--- config.mk ---
export PLATFORM = sky130hd
export DESIGN_NAME = video_timing_gen
export DESIGN_NICKNAME = d
export VERILOG_FILES = /design/src/rtl/video_timing_gen.sv
export SDC_FILE = /design/constraint.sdc
export NUM_CORES = 1
export LEC_CHECK = 0
export CAP_MARGIN = 20
export CORE_MARGIN = 5
export CORE_UTILIZATION = 49
export CTS_BUF_LIST = sky130_fd_sc_hd__clkbuf_16
export DETAILED_ROUTE_END_ITERATION = 7
export PLACE_DENSITY = 0.76
export SKIP_CTS_REPAIR_TIMING = 1
export SYNTH_ARGS = -nofsm -noshare
export SYNTH_HDL_FRONTEND = slang
export SYNTH_SLANG_ARGS = --single-unit
--- constraint.sdc ---
create_clock -name clk_pix -period 2.18 [get_ports clk_pix]
set_input_delay 0.436 -clock clk_pix [delete_from_list [all_inputs] [get_ports clk_pix]]
set_output_delay 0.436 -clock clk_pix [all_outputs]
set_load 0.02 [all_outputs]
--- src/rtl/video_timing_gen.sv ---
// video_timing_gen
//   Raster timing generator for the HDMI/TMDS output stage (pixel clock domain).
//   Free-running x/y counters drive the renderer request (x, y, active).
//   Stage-0 timing (de/hsync/vsync/frame/line strobes) and an 8-bar test
//   pattern are delayed by PIPE_LAT cycles so they line up with rgb_in coming
//   back from the renderer. Everything then passes through one output register.
//
// Ports
//   clk_pix      in   pixel clock (only clock)
//   rst          in   synchronous reset, active high
//   pattern_en   in   1 = send the colour-bar pattern, 0 = send rgb_in
//   x, y         out  current counters (renderer request), CW bits each
//   active       out  (x < H_ACTIVE) && (y < V_ACTIVE), combinational
//   rgb_in       in   {r,g,b} from the renderer, PIPE_LAT cycles after x/y
//   r, g, b      out  registered pixel data, forced to 0 outside de
//   de           out  registered data enable
//   hsync, vsync out  registered syncs, asserted level = H_POL / V_POL
//   frame_start  out  one-cycle pulse with output pixel (0,0)
//   line_start   out  one-cycle pulse with output pixel x=0 of each active line
module video_timing_gen #(
  parameter int H_ACTIVE = 640,
  parameter int H_FP     = 16,
  parameter int H_SYNC   = 96,
  parameter int H_BP     = 48,
  parameter int V_ACTIVE = 480,
  parameter int V_FP     = 10,
  parameter int V_SYNC   = 2,
  parameter int V_BP     = 33,
  parameter bit H_POL    = 1'b0,
  parameter bit V_POL    = 1'b0,
  parameter int PIPE_LAT = 2,
  parameter int CW       = 12
) (
  input  logic          clk_pix,
  input  logic          rst,
  input  logic          pattern_en,
  output logic [CW-1:0] x,
  output logic [CW-1:0] y,
  output logic          active,
  input  logic [23:0]   rgb_in,
  output logic [7:0]    r,
  output logic [7:0]    g,
  output logic [7:0]    b,
  output logic          de,
  output logic          hsync,
  output logic          vsync,
  output logic          frame_start,
  output logic          line_start
);

  localparam int H_TOTAL = H_ACTIVE + H_FP + H_SYNC + H_BP;
  localparam int V_TOTAL = V_ACTIVE + V_FP + V_SYNC + V_BP;
  localparam int BW      = H_ACTIVE / 8;

  localparam logic [CW-1:0] HA_C  = CW'(H_ACTIVE);
  localparam logic [CW-1:0] HSB_C = CW'(H_ACTIVE + H_FP);
  localparam logic [CW-1:0] HSE_C = CW'(H_ACTIVE + H_FP + H_SYNC);
  localparam logic [CW-1:0] HTM_C = CW'(H_TOTAL - 1);
  localparam logic [CW-1:0] VA_C  = CW'(V_ACTIVE);
  localparam logic [CW-1:0] VSB_C = CW'(V_ACTIVE + V_FP);
  localparam logic [CW-1:0] VSE_C = CW'(V_ACTIVE + V_FP + V_SYNC);
  localparam logic [CW-1:0] VTM_C = CW'(V_TOTAL - 1);
  localparam logic [CW-1:0] BWM_C = CW'(BW - 1);

  // Bar index -> {R,G,B}, each component fully on or off.
  function automatic logic [23:0] bar_colour(input logic [2:0] bar);
    case (bar)
      3'd0:    bar_colour = 24'hFFFFFF; // white
      3'd1:    bar_colour = 24'hFFFF00; // yellow
      3'd2:    bar_colour = 24'h00FFFF; // cyan
      3'd3:    bar_colour = 24'h00FF00; // green
      3'd4:    bar_colour = 24'hFF00FF; // magenta
      3'd5:    bar_colour = 24'hFF0000; // red
      3'd6:    bar_colour = 24'h0000FF; // blue
      default: bar_colour = 24'h000000; // black
    endcase
  endfunction

  logic [CW-1:0] r_x;
  logic [CW-1:0] r_y;
  logic [CW-1:0] r_bw_cnt;
  logic [2:0]    r_bar;
  logic          w_x_wrap;
  logic          w_y_wrap;

  assign w_x_wrap = (r_x == HTM_C);
  assign w_y_wrap = (r_y == VTM_C);

  // Counters. The bar counter tracks x so the pattern is ready at stage 0;
  // it restarts with x and may wrap freely during blanking (de masks it).
  always_ff @(posedge clk_pix) begin
    if (rst) begin
      r_x      <= '0;
      r_y      <= '0;
      r_bw_cnt <= '0;
      r_bar    <= '0;
    end else if (w_x_wrap) begin
      r_x      <= '0;
      r_y      <= w_y_wrap ? '0 : r_y + 1'b1;
      r_bw_cnt <= '0;
      r_bar    <= '0;
    end else begin
      r_x <= r_x + 1'b1;
      if (r_bw_cnt == BWM_C) begin
        r_bw_cnt <= '0;
        r_bar    <= r_bar + 1'b1;
      end else begin
        r_bw_cnt <= r_bw_cnt + 1'b1;
      end
    end
  end

  // ---- stage 0: timing decoded combinationally from the counters ----
  logic        w_de0;
  logic        w_hs0;
  logic        w_vs0;
  logic        w_ls0;
  logic        w_fs0;
  logic [4:0]  w_ctl0;
  logic [23:0] w_pat0;

  assign w_de0  = (r_x < HA_C) && (r_y < VA_C);
  assign w_hs0  = (r_x >= HSB_C) && (r_x < HSE_C);
  assign w_vs0  = (r_y >= VSB_C) && (r_y < VSE_C);
  assign w_ls0  = w_de0 && (r_x == '0);
  assign w_fs0  = w_ls0 && (r_y == '0);
  assign w_ctl0 = {w_fs0, w_ls0, w_vs0, w_hs0, w_de0};
  assign w_pat0 = bar_colour(r_bar);

  assign x      = r_x;
  assign y      = r_y;
  assign active = w_de0;

  // ---- stages 1..PIPE_LAT: match the renderer latency ----
  logic [4:0]  w_ctl_d;
  logic [23:0] w_pat_d;

  generate
    if (PIPE_LAT == 0) begin : g_nodly
      assign w_ctl_d = w_ctl0;
      assign w_pat_d = w_pat0;
    end else begin : g_dly
      logic [4:0]  r_ctl_p [PIPE_LAT];
      logic [23:0] r_pat_p [PIPE_LAT];

      // Clearing the control stages on reset is what prevents a stale or
      // truncated sync pulse from leaking out after reset.
      always_ff @(posedge clk_pix) begin
        if (rst) begin
          for (int i = 0; i < PIPE_LAT; i++) r_ctl_p[i] <= '0;
        end else begin
          r_ctl_p[0] <= w_ctl0;
          for (int i = 1; i < PIPE_LAT; i++) r_ctl_p[i] <= r_ctl_p[i-1];
        end
      end

      always_ff @(posedge clk_pix) begin
        r_pat_p[0] <= w_pat0;
        for (int i = 1; i < PIPE_LAT; i++) r_pat_p[i] <= r_pat_p[i-1];
      end

      assign w_ctl_d = r_ctl_p[PIPE_LAT-1];
      assign w_pat_d = r_pat_p[PIPE_LAT-1];
    end
  endgenerate

  // ---- output register ----
  logic [23:0] r_rgb;
  logic        r_de;
  logic        r_hs;
  logic        r_vs;
  logic        r_fs;
  logic        r_ls;

  always_ff @(posedge clk_pix) begin
    if (rst) begin
      r_rgb <= '0;
      r_de  <= 1'b0;
      r_hs  <= ~H_POL;
      r_vs  <= ~V_POL;
      r_fs  <= 1'b0;
      r_ls  <= 1'b0;
    end else begin
      r_rgb <= w_ctl_d[0] ? (pattern_en ? w_pat_d : rgb_in) : 24'h000000;
      r_de  <= w_ctl_d[0];
      r_hs  <= w_ctl_d[1] ~^ H_POL;
      r_vs  <= w_ctl_d[2] ~^ V_POL;
      r_ls  <= w_ctl_d[3];
      r_fs  <= w_ctl_d[4];
    end
  end

  assign r           = r_rgb[23:16];
  assign g           = r_rgb[15:8];
  assign b           = r_rgb[7:0];
  assign de          = r_de;
  assign hsync       = r_hs;
  assign vsync       = r_vs;
  assign frame_start = r_fs;
  assign line_start  = r_ls;

endmodule
==> results of run 1 <==
worst max-delay path by stage:
stage,end,slack [ps],cells after the start
after detailed placement,r_bw_cnt[6],220,6
after floorplan,y[8],360,6
after global placement,r_bw_cnt[6],310,6
final,x[5],120,1
after global routing,x[5],20,1
after CTS,active,-60,4
cells in the final DEF, fill, tap and decap left out, types with 2 or more instances in the layout:
cell | Yosys | layout
inv_1 | 16 | 16
nor2b_1 | 8 | 8
clkdlybuf4s50_1 | 0 | 79
nor2_1 | 36 | 36
nor4_1 | 6 | 6
nand2b_1 | 28 | 28
nand3_1 | 15 | 15
dfxtp_2 | 0 | 2
and3_1 | 6 | 6
xor2_1 | 13 | 13
nand4_1 | 13 | 13
or3_1 | 4 | 4
buf_4 | 0 | 5
ha_1 | 10 | 10
dfxtp_1 | 84 | 82
o31ai_1 | 3 | 3
or4_1 | 2 | 2
o21ai_0 | 7 | 7
clkbuf_16 | 0 | 9
and2_1 | 2 | 2
clkinv_4 | 0 | 2
a21oi_1 | 32 | 32
nand2_1 | 12 | 12
nor3_1 | 8 | 8
xnor2_1 | 11 | 11
mux2i_1 | 2 | 2
inv_6 | 0 | 2
and4_1 | 4 | 4
layout make-up:
type / count / area share, %
inverter: 16 / 1.34
sequential: 84 / 37.7
tap: 77 / 2.15
clock inverter: 7 / 1.31
clock buffer: 9 / 5.03
timing repair buffer: 86 / 19.2
multi-input combinational: 236 / 33.3
stage by stage:
step           area [sq um]  std cells
4_1_cts                4470        515
5_1_grt                4470        515
3_5_place_dp           4180        499
3_3_place_gp           4180        499
2_1_floorplan          3300        350
6_report               4470        515
registers in the layout, indices dropped and copies added (netlist names):
signal / cells
vsync: 1
r_bw_cnt: 12
r_bar: 3
x: 12
de: 1
g_dly.r_ctl_p: 10
y: 12
frame_start: 1
hsync: 1
line_start: 1
r_rgb: 24
g_dly.r_pat_p: 6
power by group:
group,internal [W],switching [W]
clock network,0.000789,0.000638
registers,0.00157,0.0000164
logic,0.000118,0.000101
total,0.00248,0.000755
logic make-up after synthesis:
group | share of synthesized area (%)
adders and majority gates | 3.80
muxes | 0.949
DFF | 51.0
and+or+nand+nor | 26.5
xor gates and xnor gates | 6.38
buffers and inverters | 3.83
AOI/OAI and AO/OA | 7.48
routing by layer:
layer	track usage [%]	up-vias	routed length, microns
met4	5.57	0	99
met5	0	-	0
met1	23.9	1216	3420
met2	27.2	88	3100
li1	-	1358	-
met3	6.96	11	584
==> out/qor.txt, run 1 <==
Fin nets: 470
IO Pins: 81
Clk sink count: 84
Clock Tree Buf Depth: 2
Initial drt markers: 73
RD Place Congestion: 0.825
CP max FO: 11
Final core utilization: 69.3%
Initial antenna violation count: 0
Critical Path Source Type: register
Starting Density: 51.0%
Area of the multi-input gates: 0.00149 sq mm
Leakage Power: 1.68 nW
Final min period: 2060 ps
Share of cells above drive strength 1: 7.99%
Period utilization: 94.7%
Fill count: 509
Slowest stage delay, CP: 700 ps
Count leader, synth: dfxtp_1
FF-to-FF path depth: 5
Port-buffer cells: 80
VDD IR max: 448 uV
First-pass GRT wire length: 12.4 mm
CP endpoint kind: output port
FF-to-FF setup slack: 220 ps
Worst Hold End: g_dly.r_pat_p[0][31]
ANT cells: 0
Vias per std cell: 5.19
Hold Startpoint: g_dly.r_pat_p[0][7]
Total negative slack: 0 ps
Maximum number of pins on one net before global-route repair: 22
Chip Width: 92.0 microns
Via count: 2673
# rows: 29
Max Cap Violations: 0
Number of flops mapped to enable cells by yosys: 0
Number of global-route vias before repair: 2600
Top cell type by total area after synthesis: dfxtp_1
Seq cells post-synth: 84
Core footprint: 0.00646 sq mm
Worst-Margin Slew: 489 ps
Hold Fails Final Rpt: 0
CP cell instances: clkdlybuf4s50_1
Die ar.: 0.00847 sq mm
Top-area cell type share of the netlist area: 51.0%
Origin of the critical flop-to-flop path: x[0]
H-tree depth: 3
CTS tree: done
Worst Path Class, Setup: reg2out
Reg-to-reg endpoint: y[11]
DRT antenna net count: 0
Post-Synthesis Cells: 350
CTS Root Cell: clkbuf_16
Slew Limit Fails: 0
Relative slew slack: 67.3%
Total Wirelength: 7.20 mm
Post-route setup slack: 116 ps
Post-layout power: 0.00323 W
Pwr per Cell Area: 722 mW/mm^2
Crit path arrival time: 1630 ps
Worst-skew pair later-pin latency: 340 ps
# DRC: 0
Ys flop type: dfxtp_1
RSZ-0062 raised after global routing: false
Commonest cells in the netlist: dfxtp_1 (84), nor2_1 (36), a21oi_1 (32)
Achievable Freq: 484 MHz
Sequential cell area: 0.00168 sq mm
DR pass1 iterations: 4
All-Layer GR Usage: 18.0%
Sequential area share after synthesis: 51.0%
CP Buf/Inv Count: 1
TritonCTS Buffers: 9
Yosys Warn Count: 0
Mapped Area: 0.00330 sq mm
Post-DP HPWL: 5.01 mm
Die Height: 92.0 microns
CP delay by family, top: buffers and inverters
Total congestion overflow: 0
Syn_nets: 387
Outcome: finished, final reports clean
WP data required: 1740 ps
Synth cell types: 39
Pre-CTS WS: 217 ps
Ys async rst share: 0%
Worst Clk Skew: 6.51 ps
Largest cells by area after synthesis: dfxtp_1 (51%), nand2b_1 (5.3%), a21oi_1 (4.9%), nor2_1 (4.1%), ha_1 (3.8%)
WL/cell: 14.0 microns
CTS clk-pin slew, worst paths: 60 ps
Crit path max-delay cell type: clkdlybuf4s50_1
Hold crit path type: reg2reg
Hold depth: 0
Area grow syn2layout: 35.7%
Endpoints failing setup: 0
Hold_ws: 329 ps
Critical Path Source: x[5]
Syn Area/Cell: 9.42 sq um
(Power assumes the default switching activity.)
==> run 2, diff against run 1 <==
--- a/config.mk
+++ b/config.mk
@@ -7,10 +7,10 @@
 export LEC_CHECK = 0
 export CAP_MARGIN = 20
 export CORE_MARGIN = 5
-export CORE_UTILIZATION = 49
+export CORE_UTILIZATION = 53
 export CTS_BUF_LIST = sky130_fd_sc_hd__clkbuf_16
 export DETAILED_ROUTE_END_ITERATION = 7
-export PLACE_DENSITY = 0.76
+export PLACE_DENSITY = 0.82
 export SKIP_CTS_REPAIR_TIMING = 1
 export SYNTH_ARGS = -nofsm -noshare
 export SYNTH_HDL_FRONTEND = slang
==> constraint.sdc (replaced) <==
create_clock -name clk_pix -period 2.6 [get_ports clk_pix]
set_input_delay 0.52 -clock clk_pix [delete_from_list [all_inputs] [get_ports clk_pix]]
set_output_delay 0.52 -clock clk_pix [all_outputs]
set_load 0.02 [all_outputs]
==> run 2 against run 1 <==
Worst setup slack better by 120 ps. Combinational power is 18% lower. Highest routed layer unchanged. Design area is 0.22% lower. Critical path depth is 3 higher. Die area is 6.7% lower. Flip-flop and latch count stayed put.
==> out/qor.txt, run 2 (synthesis results as in run 1) <==
Outcome: finished, final reports clean (unchanged)
Initial drt markers: 146 (was 73)
Critical Path Source Type: register (unchanged)
Crit path max-delay cell type: clkdlybuf4s50_1 (unchanged)
Period utilization: 91.0%
Core footprint: 0.00599 sq mm (was 0.00646 sq mm)
Endpoints failing setup: 0 (unchanged)
WP data required: 2080 ps (was 1740 ps)
FF-to-FF path depth: 5 (unchanged)
Most common cell after layout, fill and taps aside: dfxtp_1 (unchanged)
CP cell instances: o21ai_0 > nand4_1 > inv_1 > clkdlybuf4s50_1 (was clkdlybuf4s50_1)
Chip Width: 88.9 microns (was 92.0 microns)
CTS clk-pin slew, worst paths: 60 ps (about the same)
Initial antenna violation count: 0 (unchanged)
M1 WL: 3.27 mm (was 3.42 mm)
Worst Path Class, Setup: reg2out (unchanged)
H-tree depth: 3 (unchanged)
CP Buf/Inv Count: 2 (was 1)
Hold Startpoint: g_dly.r_pat_p[0][23] (was g_dly.r_pat_p[0][7])
Clock Tree Buf Depth: 2 (unchanged)
Die Height: 88.9 microns (was 92.0 microns)
RD Place Congestion: 0.818 (was 0.825)
Hold crit path type: reg2reg (unchanged)
TritonCTS Buffers: 9 (unchanged)
Post-route setup slack: 234 ps (was 116 ps)
Pre-CTS WS: 424 ps (was 217 ps)
Commonest cells after routing, fill and taps aside: dfxtp_1 (84), clkdlybuf4s50_1 (80), nor2_1 (36) (was dfxtp_1 (82), clkdlybuf4s50_1 (79), nor2_1 (36))
Largest register by flop count: r_rgb (unchanged)
First-pass GRT wire length: 12.0 mm (was 12.4 mm)
Total congestion overflow: 0 (unchanged)
CP delay by family, top: buffers and inverters (unchanged)
CTS Root Cell: clkbuf_16 (unchanged)
Max reg flops: 24 (unchanged)
Vias per std cell: 5.33 (was 5.19)
Total Wirelength: 7.31 mm (was 7.20 mm)
Origin of the critical flop-to-flop path: x[0] (unchanged)
Max Cap Violations: 0 (unchanged)
Slew Limit Fails: 0 (unchanged)
Final core utilization: 74.5% (was 69.3%)
Final min period: 2370 ps
Uppermost routed layer: met4 (unchanged)
Post-DP HPWL: 5.02 mm (was 5.01 mm)
VDD IR max: 432 uV (was 448 uV)
Area grow syn2layout: 35.4% (was 35.7%)
Slowest stage delay, CP: 610 ps (was 700 ps)
Achievable Freq: 423 MHz
Relative slew slack: 66.2% (was 67.3%)
Hold_ws: 327 ps (was 329 ps)
Starting Density: 55.0% (was 51.0%)
WL/cell: 14.3 microns (was 14.0 microns)
# DRC: 0 (unchanged)
Worst-Margin Slew: 505 ps (was 489 ps)
CP endpoint kind: output port (unchanged)
Port-buffer cells: 80 (unchanged)
All-Layer GR Usage: 19.6% (was 18.0%)
DR pass1 iterations: 4 (unchanged)
Crit path arrival time: 1850 ps (was 1630 ps)
Worst Hold End: g_dly.r_pat_p[0][46] (was g_dly.r_pat_p[0][31])
Metal3 WL: 657 microns (was 584 microns)
Die ar.: 0.00790 sq mm (was 0.00847 sq mm)
Number of global-route vias before repair: 2515 (was 2600)
Worst-skew pair later-pin latency: 330 ps (was 340 ps)
Pwr per Cell Area: 636 mW/mm^2 (was 722 mW/mm^2)
Clk sink count: 84 (unchanged)
FF-to-FF setup slack: 420 ps (was 220 ps)
# rows: 28 (was 29)
Worst Clk Skew: 4.20 ps (was 6.51 ps)
CP max FO: 8 (was 11)
Total negative slack: 0 ps (unchanged)
Via count: 2716 (was 2673)
Share of cells above drive strength 1: 6.44% (was 7.99%)
CTS tree: done (unchanged)
Reg-to-reg endpoint: r_bw_cnt[9] (was y[11])
ANT cells: 0 (unchanged)
Hold Fails Final Rpt: 0 (unchanged)
Leakage Power: 1.67 nW (was 1.68 nW)
DRT antenna net count: 0 (unchanged)
Maximum number of pins on one net before global-route repair: 26 (was 22)
RSZ-0062 raised after global routing: false (unchanged)
DR WL met2: 3.28 mm (was 3.10 mm)
Fin nets: 467 (was 470)
IO Pins: 81 (unchanged)
Hold depth: 0 (unchanged)
[run 2: cell types whose count changed in the layout (fill, tap and decap cells not counted), moves of 2 or more]
| cell | change |
|---|---|
| dfxtp_1 | +2 |
| clkinv_4 | -2 |
| buf_4 | -2 |
| bufinv_16 | +2 |
| dfxtp_2 | -2 |
[run 2: per-stage QoR]
step / instances / cell area, sq um / total power, W
6_report: 510 / 4460 / 0.00284
5_1_grt: 510 / 4460 / 0.00294
4_1_cts: 510 / 4460 / 0.00286
3_5_place_dp: 494 / 4150 / 0.00154
3_3_place_gp: 494 / 4150 / 0.00153
2_1_floorplan: 350 / 3300 / 0.00144
[run 2: worst reg2reg max path, cell delays in order, from the launching register on]
cell,delay [ps]
dfxtp_1,390
ha_1,220
and4_1,500
a31o_2,410
nand2b_1,430
nor2_1,100
[run 2: metal layers]
metal | GRT usage [%] | vias to the layer above
met1 | 26.1 | 1257
met2 | 30.8 | 95
met4 | 8.65 | 0
li1 | - | 1353
met3 | 3.91 | 11
met5 | 0 | -
[run 2: cell type report]
class / count / area, sq um
Clock buffer: 9 / 225
Sequential cell: 84 / 1680
Multi-Input combinational cell: 236 / 1490
Inverter: 16 / 60.1
Clock inverter: 7 / 91.3
Tap cell: 75 / 93.8
Timing Repair Buffer: 83 / 823
Fill cell: 403 / 1530
[run 2: worst max path at each step]
| stage | from | end | slack, ps | depth (start not counted) |
|---|---|---|---|---|
| final | x[7] | active | 230 | 4 |
| after global routing | x[7] | active | 170 | 4 |
| after CTS | x[7] | active | 250 | 4 |
| after detailed placement | rst | r_bw_cnt[8] | 420 | 4 |
| after global placement | rst | r_bw_cnt[9] | 490 | 4 |
| after floorplan | x[0] | y[8] | 780 | 6 |
[run 2: power by group]
| group | total [W] | switching [W] | internal, W |
|---|---|---|---|
| Combinational | 0.000179 | 0.0000836 | 0.0000957 |
| Clock | 0.00133 | 0.000492 | 0.000837 |
| Sequential | 0.00133 | 0.0000140 | 0.00132 |
| Total | 0.00284 | 0.000590 | 0.00225 |
